File: src/rtl/fifo_sync_flags.sv
// fifo_sync_flags: single-clock FIFO with occupancy count, threshold flags, sticky errors and optional FWFT read
module fifo_sync_flags #(
  parameter int DATA_W = 8,
  parameter int DEPTH  = 16,
  parameter int ADDR_W = $clog2(DEPTH),
  parameter int AF_TH  = DEPTH - 2,
  parameter int AE_TH  = 2,
  parameter bit FWFT   = 1'b0
) (
  input  logic              clk,
  input  logic              rst,
  input  logic              wr_en,
  input  logic [DATA_W-1:0] wr_data,
  output logic              full,
  output logic              almost_full,
  input  logic              rd_en,
  output logic [DATA_W-1:0] rd_data,
  output logic              rd_valid,
  output logic              empty,
  output logic              almost_empty,
  output logic [ADDR_W:0]   count,
  output logic              overflow,
  output logic              underflow,
  input  logic              clr_err
);
  if (DEPTH < 2 || (DEPTH & (DEPTH - 1)) != 0) begin : g_bad_depth
    $error("fifo_sync_flags: DEPTH must be a power of two and at least 2");
  end
  if (ADDR_W != $clog2(DEPTH)) begin : g_bad_addr_w
    $error("fifo_sync_flags: ADDR_W must equal clog2(DEPTH)");
  end
  if (AF_TH < 1 || AF_TH > DEPTH) begin : g_bad_af_th
    $error("fifo_sync_flags: AF_TH must lie in 1..DEPTH");
  end
  if (AE_TH < 0 || AE_TH > DEPTH - 1) begin : g_bad_ae_th
    $error("fifo_sync_flags: AE_TH must lie in 0..DEPTH-1");
  end
  logic [DATA_W-1:0] mem [DEPTH];
  logic [ADDR_W-1:0] wr_ptr, rd_ptr;
  logic              wr_acc, rd_acc;
  // Accepts use the registered flags, so a full FIFO never writes through and an empty one never reads through
  assign wr_acc       = wr_en & ~full;
  assign rd_acc       = rd_en & ~empty;
  assign full         = count == (ADDR_W+1)'(DEPTH);
  assign empty        = count == '0;
  assign almost_full  = count >= (ADDR_W+1)'(AF_TH);
  assign almost_empty = count <= (ADDR_W+1)'(AE_TH);
  // Storage is deliberately left out of reset
  always_ff @(posedge clk)
    if (wr_acc) mem[wr_ptr] <= wr_data;
  // Pointers wrap naturally at DEPTH; count tracks net accepted traffic
  always_ff @(posedge clk) begin
    if (rst) begin
      wr_ptr <= '0;
      rd_ptr <= '0;
      count  <= '0;
    end else begin
      wr_ptr <= wr_ptr + ADDR_W'(wr_acc);
      rd_ptr <= rd_ptr + ADDR_W'(rd_acc);
      count  <= count + (ADDR_W+1)'(wr_acc) - (ADDR_W+1)'(rd_acc);
    end
  end
  // Sticky error flags; a fresh error event outranks a same-cycle clear
  always_ff @(posedge clk) begin
    if (rst) begin
      overflow  <= 1'b0;
      underflow <= 1'b0;
    end else begin
      overflow  <= (wr_en & full) | (overflow & ~clr_err);
      underflow <= (rd_en & empty) | (underflow & ~clr_err);
    end
  end
  if (FWFT) begin : g_fwft
    assign rd_data  = mem[rd_ptr];
    assign rd_valid = ~empty;
  end else begin : g_reg
    // Registered read: word appears one cycle after its accepted read, otherwise data holds
    always_ff @(posedge clk) begin
      if (rst) begin
        rd_data  <= '0;
        rd_valid <= 1'b0;
      end else begin
        rd_valid <= rd_acc;
        if (rd_acc) rd_data <= mem[rd_ptr];
      end
    end
  end
endmodule

File: config.mk
export PLATFORM = sky130hd
export DESIGN_NAME = fifo_sync_flags
export DESIGN_NICKNAME = d
export VERILOG_FILES = /design/src/rtl/fifo_sync_flags.sv
export SDC_FILE = /design/constraint.sdc
export NUM_CORES = 1
export LEC_CHECK = 0
export CAP_MARGIN = 20
export CORE_UTILIZATION = 40
export DETAILED_ROUTE_END_ITERATION = 8
export GPL_ROUTABILITY_DRIVEN = 0
export PLACE_DENSITY_LB_ADDON = 0.1
export SETUP_SLACK_MARGIN = 0.1
export SYNTH_ARGS = -nofsm -noshare
export SYNTH_HDL_FRONTEND = slang
export SYNTH_SLANG_ARGS = --single-unit
export TNS_END_PERCENT = 50
File: constraint.sdc
create_clock -name clk -period 2.9 [get_ports clk]
set_clock_uncertainty 0.05 [all_clocks]
set_input_delay 0.435 -clock clk [delete_from_list [all_inputs] [get_ports clk]]
set_output_delay 0.435 -clock clk [all_outputs]
set_load 0.03 [all_outputs]
== Word-level counts from Yosys, hierarchy flattened ==
Memory sizes are Yosys's and may differ from the RTL's. A register that Yosys moved wholly into a read port is not among the register bits.
Cells that the tools add are included.
Cells by class
  add/subtract/negate cells: 4
  magnitude comparators: 2
  equal/unequal tests: 1
  muxes and demuxes: 2
  bitwise gates (word level): 11
  reduce and logical (&&, ||, !) cells: 1
Operators by type and width (count)
  $add 4x1->4: 2
  $and 1x1->1: 6
  $add 5x1->5: 1
  $eq 5x5->1 const B: 1
  $ge 5x4->1 const B: 1
  $le 5x2->1 const B: 1
  $logic_not 5->1: 1
  $sub 5x1->5: 1
  $not 1->1: 3
  $mux 1: 2
  $or 1x1->1: 2
Word-level totals
  bits in registers: 16
  memory bits (writable): 128
  bits of input ports: 13
  output and inout bits: 20
  word-level logic and storage cells: 28
  memories kept: 1
Memory list
  mem: words 16, width 8, read ports 1, clocked after Yosys merged registers in 1, wr ports 1, RTL line 38  | logic [DATA_W-1:0] mem [DEPTH];

== Depth between registers and ports, before layout ==
  depth after elaboration: 5
  mapped depth: 14
  mapped depth without buffers: 13

== Worst setup path after synthesis ==
No wires, ideal clock.
  path kind: flip-flop to flip-flop
  start: register count[2]
  end: register count[4]
  library setup time: 0.128 ns
  arrival time: 2.523 ns
  required time: 2.722 ns
  slack: 0.199 ns
  stages on the path, launching flop included: 15
  path buffers: 1
  cells stage by stage: dfxtp_1 > inv_1 > ha_1 > and4bb_4 > nor2b_2 > buf_6 > or2_2 > nand2_1 > ha_1 > inv_1 > fa_1 > o21bai_1 > a21oi_1 > xnor2_1 > nor2_1
Between the ends
  word-level cells in the longest chain between the ends: 5
Ends and longest elaborated chain
  from (decl): RTL line 21  | output logic [ADDR_W:0] count,
  from (signal assigned): RTL line 60  | count <= count + (ADDR_W+1)'(wr_acc) - (ADDR_W+1)'(rd_acc);
  $eq 5x5->1: RTL line 44  | assign full = count == (ADDR_W+1)'(DEPTH);
  net full: RTL line 14  | output logic full,
  $not 1->1: RTL line 42  | assign wr_acc = wr_en & ~full;
  $and 1x1->1: RTL line 42
  $add 5x1->5: RTL line 60
  $sub 5x1->5: RTL line 60
The timed path passes the listed nets, and every way through them passes these cells.
A chain may end at the register's enable or synchronous reset.

== Worst setup path after layout ==
  start: register count[2]
  end: register count[4]
Between the ends
  word-level cells in the longest chain between the ends: 5
Ends and longest elaborated chain (RTL line)
  $eq 5x5->1: 44
  $not 1->1: 42
  $and 1x1->1: 42
  $add 5x1->5: 60
  $sub 5x1->5 (*): 60
Mark *: on every way between the ends. The rest lies on a longest branch, timed or not.

==> run_results.csv <==
group,metric,value,unit
status,result_of_the_run,"finished, final reports clean",
setup_path,path_class,"reg -> reg",
setup_path,setup.worst_path.start_class,"register",
pwr,power_density,853,nW/um^2
cts,ctsLongestPathBuffers,2,
cells_and_area,synthToLayoutAreaGrowth,19.1,%
grt,gr-total-overflow,0,
die,top_level_port_count,33,
die,core.rowCount,45,
cts,clk_transition_reported_paths,0.06,ns
die,initial_utilization,0.408,
timing,grt_setup_unrepaired,"false",
cells_and_area,n_antenna_cell,0,
setup_path,timing.rr.start,"count[2]",
die,chipWidth,126,um
grt,groute.usage.overall,0.166,
grt,via_count_of_the_first_global_routing_pass,3176,
synthesis,synth.yosys.warnings,0,
cells_and_area,layout-drive-gt1-share,0.209,
synthesis,syn_area,6190,um^2
cts,clk-insertion-delay-late,0.42,ns
setup_path,critical_path.endpoint,"count[4]",
die,core-area,15100,um^2
timing,post-route-min-period,2.62,ns
pwr,leakage,0.00242,uW
synthesis,synth_edf_count,128,
setup_path,crit_required,3.16,ns
drt,drt-vias-per-instance,5.19,
cells_and_area,num-nets-final,411,
setup_path,timing.rr.end,"count[4]",
placed_design,dp_hpwl,7250,um
cts,cts_made_buffers,17,
grt,number_of_antenna_violations_at_the_first_check_in_global_routing,0,
flow_run,drv.max_cap_violation_count,0,
timing,worstMarginPinSlew,0.546,ns
cts,tritoncts_num_sinks,152,
setup_path,cp-end-kind,"register",
grt,grt_max_degree,35,
drt,drtPass1Iterations,7,
setup_path,reg2reg_slack,0.28,ns
min_path,timing.hold.worst.class,"reg -> reg",
cts,clock_tree_root_buffer_cell,"clkbuf_16",
timing,setup_total_negative_slack,0,ns
die,fp.dieH,126,um
timing,timing.hold.ws,0.472,ns
drt,postRouteWirelength,11900,um
placed_design,placed_instance_area,6750,um^2
drt,route.detailed.wl_per_inst,20.4,um
timing,final-max-slew-violation-count,0,
pwr,maximum_vdd_drop,403,uV
synthesis,ys_flop_type,"edfxtp_1",
cells_and_area,fillCellCount,1286,
setup_path,crit_fanout,5,
timing,fmax,0.382,GHz
cts,cts_tree,"built",
synthesis,syn_inst,330,
setup_path,reg2regPathDepth,13,
grt,grt_first_pass_wirelength,18600,um
synthesis,synth.net_count,357,
cts,cts_htree_levels,4,
cells_and_area,final_cell_area,7360,um^2
drt,drc,0,
synthesis,synth.yosys.seq_area_share,0.699,
cts,cts_post_setup_buffers_inserted,0,
synthesis,ys_types,39,
timing,report.final.hold_viol_count,0,
timing,min_period_over_period,0.903,
timing,final_number_of_setup_violating_endpoints,0,
placed_design,port_buffers,32,
setup_path,worstPathArrival,2.87,ns
synthesis,synth-async-reset-ratio,0,
setup_path,critPathLaunch,"count[2]",
synthesis,synth_seq_cells,152,
drt,drt_iter0_drc,205,
min_path,worst_hold_path.num_cells,2,
drt,vias,3037,
die,design.die.area,16000,um^2
drt,antenna_left,0,
cts,hold_fix_buffers_at_cts,0,
synthesis,postSynthAreaPerCell,18.7,um^2
timing,slew_headroom,0.635,
==> worst max-delay path, stage by stage, from the launching register on <==
cell and delay, ns:
dfxtp_1 0.42, inv_1 0.11, ha_1 0.22, or4b_4 0.24, nand2_4 0.05, or2_2 0.32, nand2_1 0.07, ha_1 0.16
inv_1 0.05, fa_1 0.40, o21bai_1 0.14, a21oi_1 0.09, xnor2_1 0.14, nor2_1 0.05
==> per-layer routing <==
layer | vias up | routed length (um) | GRT usage | share of wire
met2 | 79 | 6200 | 0.283 | 0.52
met3 | 11 | 597 | 0.0468 | 0.050
met5 | - | 0 | 0 | 0
li1 | 1414 | - | - | -
met4 | 0 | 148 | 0.0595 | 0.012
met1 | 1533 | 4980 | 0.202 | 0.42
==> worst min-delay path by stage <==
stage	to	slack (ns)	start
after floorplan	rd_ptr[3]	0.47	rd_ptr[0]
after global placement	rd_data[7]	0.44	rd_data[7]
after detailed placement	rd_data[3]	0.45	rd_data[3]
after CTS	rd_data[3]	0.48	rd_data[3]
after global routing	rd_data[4]	0.51	rd_data[4]
final	rd_data[3]	0.47	rd_data[3]
==> cell families (layout without fill, tap and decap cells) <==
logic type,after synthesis,in the layout,synth area share
XOR/XNOR,8,8,0.0113
AO/OA/AOI/OAI,17,17,0.0198
flip-flops,152,152,0.699
buffers and inverters,27,94,0.0322
multiplexers,48,48,0.148
adder cells (fa/ha/maj),14,14,0.0295
AND/OR/NAND/NOR,64,64,0.0597
==> per-stage QoR <==
stage	worst slack, ns	power, uW	util	std cells
final	0.281	6280	0.486	585
after global routing	0.119	6560	0.486	585
after CTS	0.277	6370	0.486	585
after detailed placement	0.261	4080	0.446	553
after global placement	0.292	4070	0.446	553
after floorplan	0.199	3650	-	330
==> synthesized netlist by cell type (3+ instances only) <==
cell	count	area (um^2)
buf_4	3	22.5
edfxtp_1	128	3840
mux4_1	10	263
inv_1	9	33.8
nor2b_1	7	43.8
nand3b_1	10	75.1
buf_6	5	56.3
clkbuf_1	3	11.3
buf_2	3	15.0
nor3_1	3	15.0
a21oi_1	5	25.0
mux2i_1	16	160
mux4_2	22	495
ha_1	13	163
o221ai_1	8	70.1
nand2_1	4	15.0
xnor2_1	6	52.6
dfxtp_1	24	480
nor2_1	25	93.8
==> final cells by class <==
| class | instances | area, um^2 | share of cell area |
|---|---|---|---|
| Multi-Input combinational cell | 151 | 1660 | 0.226 |
| Timing Repair Buffer | 53 | 489 | 0.0664 |
| Inverter | 9 | 33.8 | 0.00459 |
| Clock buffer | 18 | 429 | 0.0583 |
| Tap cell | 188 | 235 | 0.0319 |
| Sequential cell | 152 | 4330 | 0.587 |
| Clock inverter | 14 | 189 | 0.0257 |
==> cells in the final DEF (no fill, tap or decap), types with 2 or more instances in the layout <==
| cell type | count |
|---|---|
| mux4_1 | 10 |
| nand2_1 | 4 |
| o221ai_1 | 8 |
| o21bai_1 | 2 |
| xor2_1 | 2 |
| nor3_1 | 3 |
| nand3_1 | 2 |
| nor2_1 | 25 |
| xnor2_1 | 6 |
| clkinvlp_4 | 3 |
| a21oi_1 | 5 |
| bufinv_16 | 3 |
| ha_1 | 13 |
| mux4_2 | 22 |
| inv_6 | 4 |
| mux2i_1 | 16 |
| inv_1 | 9 |
| buf_4 | 20 |
| clkdlybuf4s50_1 | 31 |
| nand2b_1 | 2 |
| nand3b_1 | 10 |
| dfxtp_1 | 23 |
| clkbuf_16 | 17 |
| or3_1 | 2 |
| edfxtp_1 | 128 |
| nor2b_1 | 7 |
==> power by group <==
part / switching, uW / total, uW / internal (uW)
sequential: 111 / 2630 / 2520
clock: 903 / 2280 / 1380
combinational: 731 / 1370 / 637
==> flip-flops by register name, indices dropped and copies added, names as in the netlist <==
signal and cells:
rd_ptr 4, wr_ptr 4, rd_data 8, mem 128
rd_valid 1, count 5, underflow 1, overflow 1
==> timing repair <==
action,CTS,global route
gates resized for setup,1,0
hold endpoints to repair,0,0
setup endpoints to repair,1,0
(Power assumes the default switching activity.)
==> patch: new RTL, same flow settings <==
The parameter `DATA_W` goes from 8 to 10.
--- a/src/rtl/fifo_sync_flags.sv
+++ b/src/rtl/fifo_sync_flags.sv
@@ -2,3 +2,3 @@
 module fifo_sync_flags #(
-  parameter int DATA_W = 8,
+  parameter int DATA_W = 10,
   parameter int DEPTH  = 16,
Ports: changed (resized rd_data and wr_data); port bits go from 33 to 37. The function was not compared with the original's and may differ.
==> patch against the unedited design <==
Synthesized cell count grew 16%; routed wire length rose by 25%; worst setup slack gained 0.047 ns; critical endpoint unchanged; design area is 20% higher; critical path depth unchanged; non-clock buffer count is 10 higher; largest cell class unchanged; final cell count grew 18%; synthesized area rose by 23%; critical path type unchanged; power is 11% higher; sequential cell count up 34.
==> patch: results (changes against the unedited design) <==
Cell Pwr Density 792 nW/um^2 (was 853 nW/um^2); worst slack, placed 0.259 ns (was 0.261 ns); initial DRC count 187 (was 205); commonest cells in the netlist 160 x edfxtp_1, 32 x mux4_1, 26 x dfxtp_1 (was 128 x edfxtp_1, 25 x nor2_1, 24 x dfxtp_1); fill count 1,560 (was 1,286); GRT Util Overall 0.163 (was 0.166); Final #Nets 473 (was 411); synth top area cells edfxtp_1 63%, mux4_1 11%, dfxtp_1 6.9% (was edfxtp_1 62%, mux4_2 8.0%, dfxtp_1 7.8%); Synth cell types 42 (was 39); starting utilization of the core area 0.407 (was 0.408); run status complete, no violations (unchanged); H-Tree Depth 4 (unchanged); biggest regs mem x160, rd_data x10, count x5 (was mem x128, rd_data x8, count x5); routed via count 3,644 (was 3,037); slowest cell delay on critical path 0.40 ns (was 0.42 ns); met2 wire length 7490 um (was 6200 um); Clock Tree Buf Depth 2 (unchanged); Max Used Layer met4 (unchanged); global-route wire length before repair 22,500 um (was 18,600 um); Placed Cells 659 (was 553); sequential fraction of the synthesis area 0.701 (was 0.699); CTS Buf Count 17 (unchanged); final HPWL from detailed placement 9520 um (was 7250 um); worst-skew pair later-pin latency between 0.4 and 0.5 ns; clock root buffer master clkbuf_16 (unchanged); leakage 2.90 nW (was 2.42 nW); port bufs 36 (was 32); Mapped Nets 413 (was 357); Ys Warns 0 (unchanged); maximum vdd drop 404 uV (was 403 uV); 1st-pass router iterations 4 (was 7); met1 wire length 6610 um (was 4980 um); final wirelength 14,900 um (was 11,900 um); CP Max Fanout 5 (unchanged); Post-CTS Resized 1 (unchanged); hold slack 0.461 ns (was 0.472 ns); met3 wire len 586 um (was 597 um); Post-CTS Setup Bufs 0 (unchanged); Min-Delay Path Class reg -> reg (unchanged); vias in the first global route 3,765 (was 3,176); pin count of the biggest net entering global routing 30 (was 35); Tcrit/Tclk final 0.887 (was 0.903); Worst-path clk slew around 0.070 ns; syn avg cell area 19.8 sq um (was 18.7 sq um); Worst Path Arrival 2.84 ns (was 2.87 ns); Worst-Margin Slew 0.628 ns (was 0.546 ns); flop2flop setup slack 0.33 ns (was 0.28 ns); DP Area 8260 sq um (was 6750 sq um); EDFF count, synth 160 (was 128); share of layout cells above drive strength 1 0.169 (was 0.209); # diodes 0 (unchanged); Via density 5.28 (was 5.19); initial antenna violation count 0 (unchanged)
## patch: cell count changes after synthesis, moves of 2 or more
cell / change
buf_12: -2
buf_2: -2
buf_8: +2
clkbuf_8: +5
dfxtp_1: +2
edfxtp_1: +32
mux2i_1: +4
mux4_1: +22
mux4_2: -14
nand3b_1: +2
or3_1: -2
## patch: worst paths after layout
kind | startpoint | end | cells after the start
min | rd_data[1]$_SDFFE_PP0P_ | rd_data[1]$_SDFFE_PP0P_ | 2
max reg2reg | count[2]$_SDFF_PP0_ | count[4]$_SDFF_PP0_ | 13
min reg2reg | rd_data[1]$_SDFFE_PP0P_ | rd_data[1]$_SDFFE_PP0P_ | 2
max | count[2]$_SDFF_PP0_ | count[4]$_SDFF_PP0_ | 13
## patch: report_power, final
group | leakage [nW] | internal, mW | switching (mW) | total (mW)
registers | 1.66 | 3.08 | 0.142 | 3.23
logic | 0.966 | 0.707 | 0.795 | 1.50
clock network | 0.277 | 1.27 | 0.992 | 2.27
total | 2.90 | 5.07 | 1.93 | 6.99
## patch: area by class of cell
type | instances | share of cell area
Tap cell | 234 | 0.0331
Timing Repair Buffer | 63 | 0.0664
Sequential cell | 186 | 0.603
Multi-Input combinational cell | 167 | 0.229
Clock inverter | 13 | 0.0163
Clock buffer | 18 | 0.0486
Inverter | 9 | 0.00382
## patch: metal layers
layer,GRT usage,vias up
li1,-,1676
met3,0.0334,15
met2,0.272,72
met1,0.208,1881
met5,0,-
met4,0.0642,0
## patch: critical path, delay by kind of cell, from the launching register on
family / cells / cell delay [ns]
XOR/XNOR: 1 / 0.14
AND/OR/NAND/NOR: 5 / 0.72
buffers and inverters: 2 / 0.16
flip-flops: 1 / 0.40
AO/OA/AOI/OAI: 2 / 0.23
adder cells (fa/ha/maj): 3 / 0.75
## patch: cell families after synthesis
family / count (synthesis) / share of synthesized area
AO/OA/AOI/OAI: 19 / 0.0193
XOR/XNOR: 8 / 0.00923
adder cells (fa/ha/maj): 14 / 0.0241
buffers and inverters: 31 / 0.0338
flip-flops: 186 / 0.701
multiplexers: 60 / 0.161
AND/OR/NAND/NOR: 66 / 0.0514
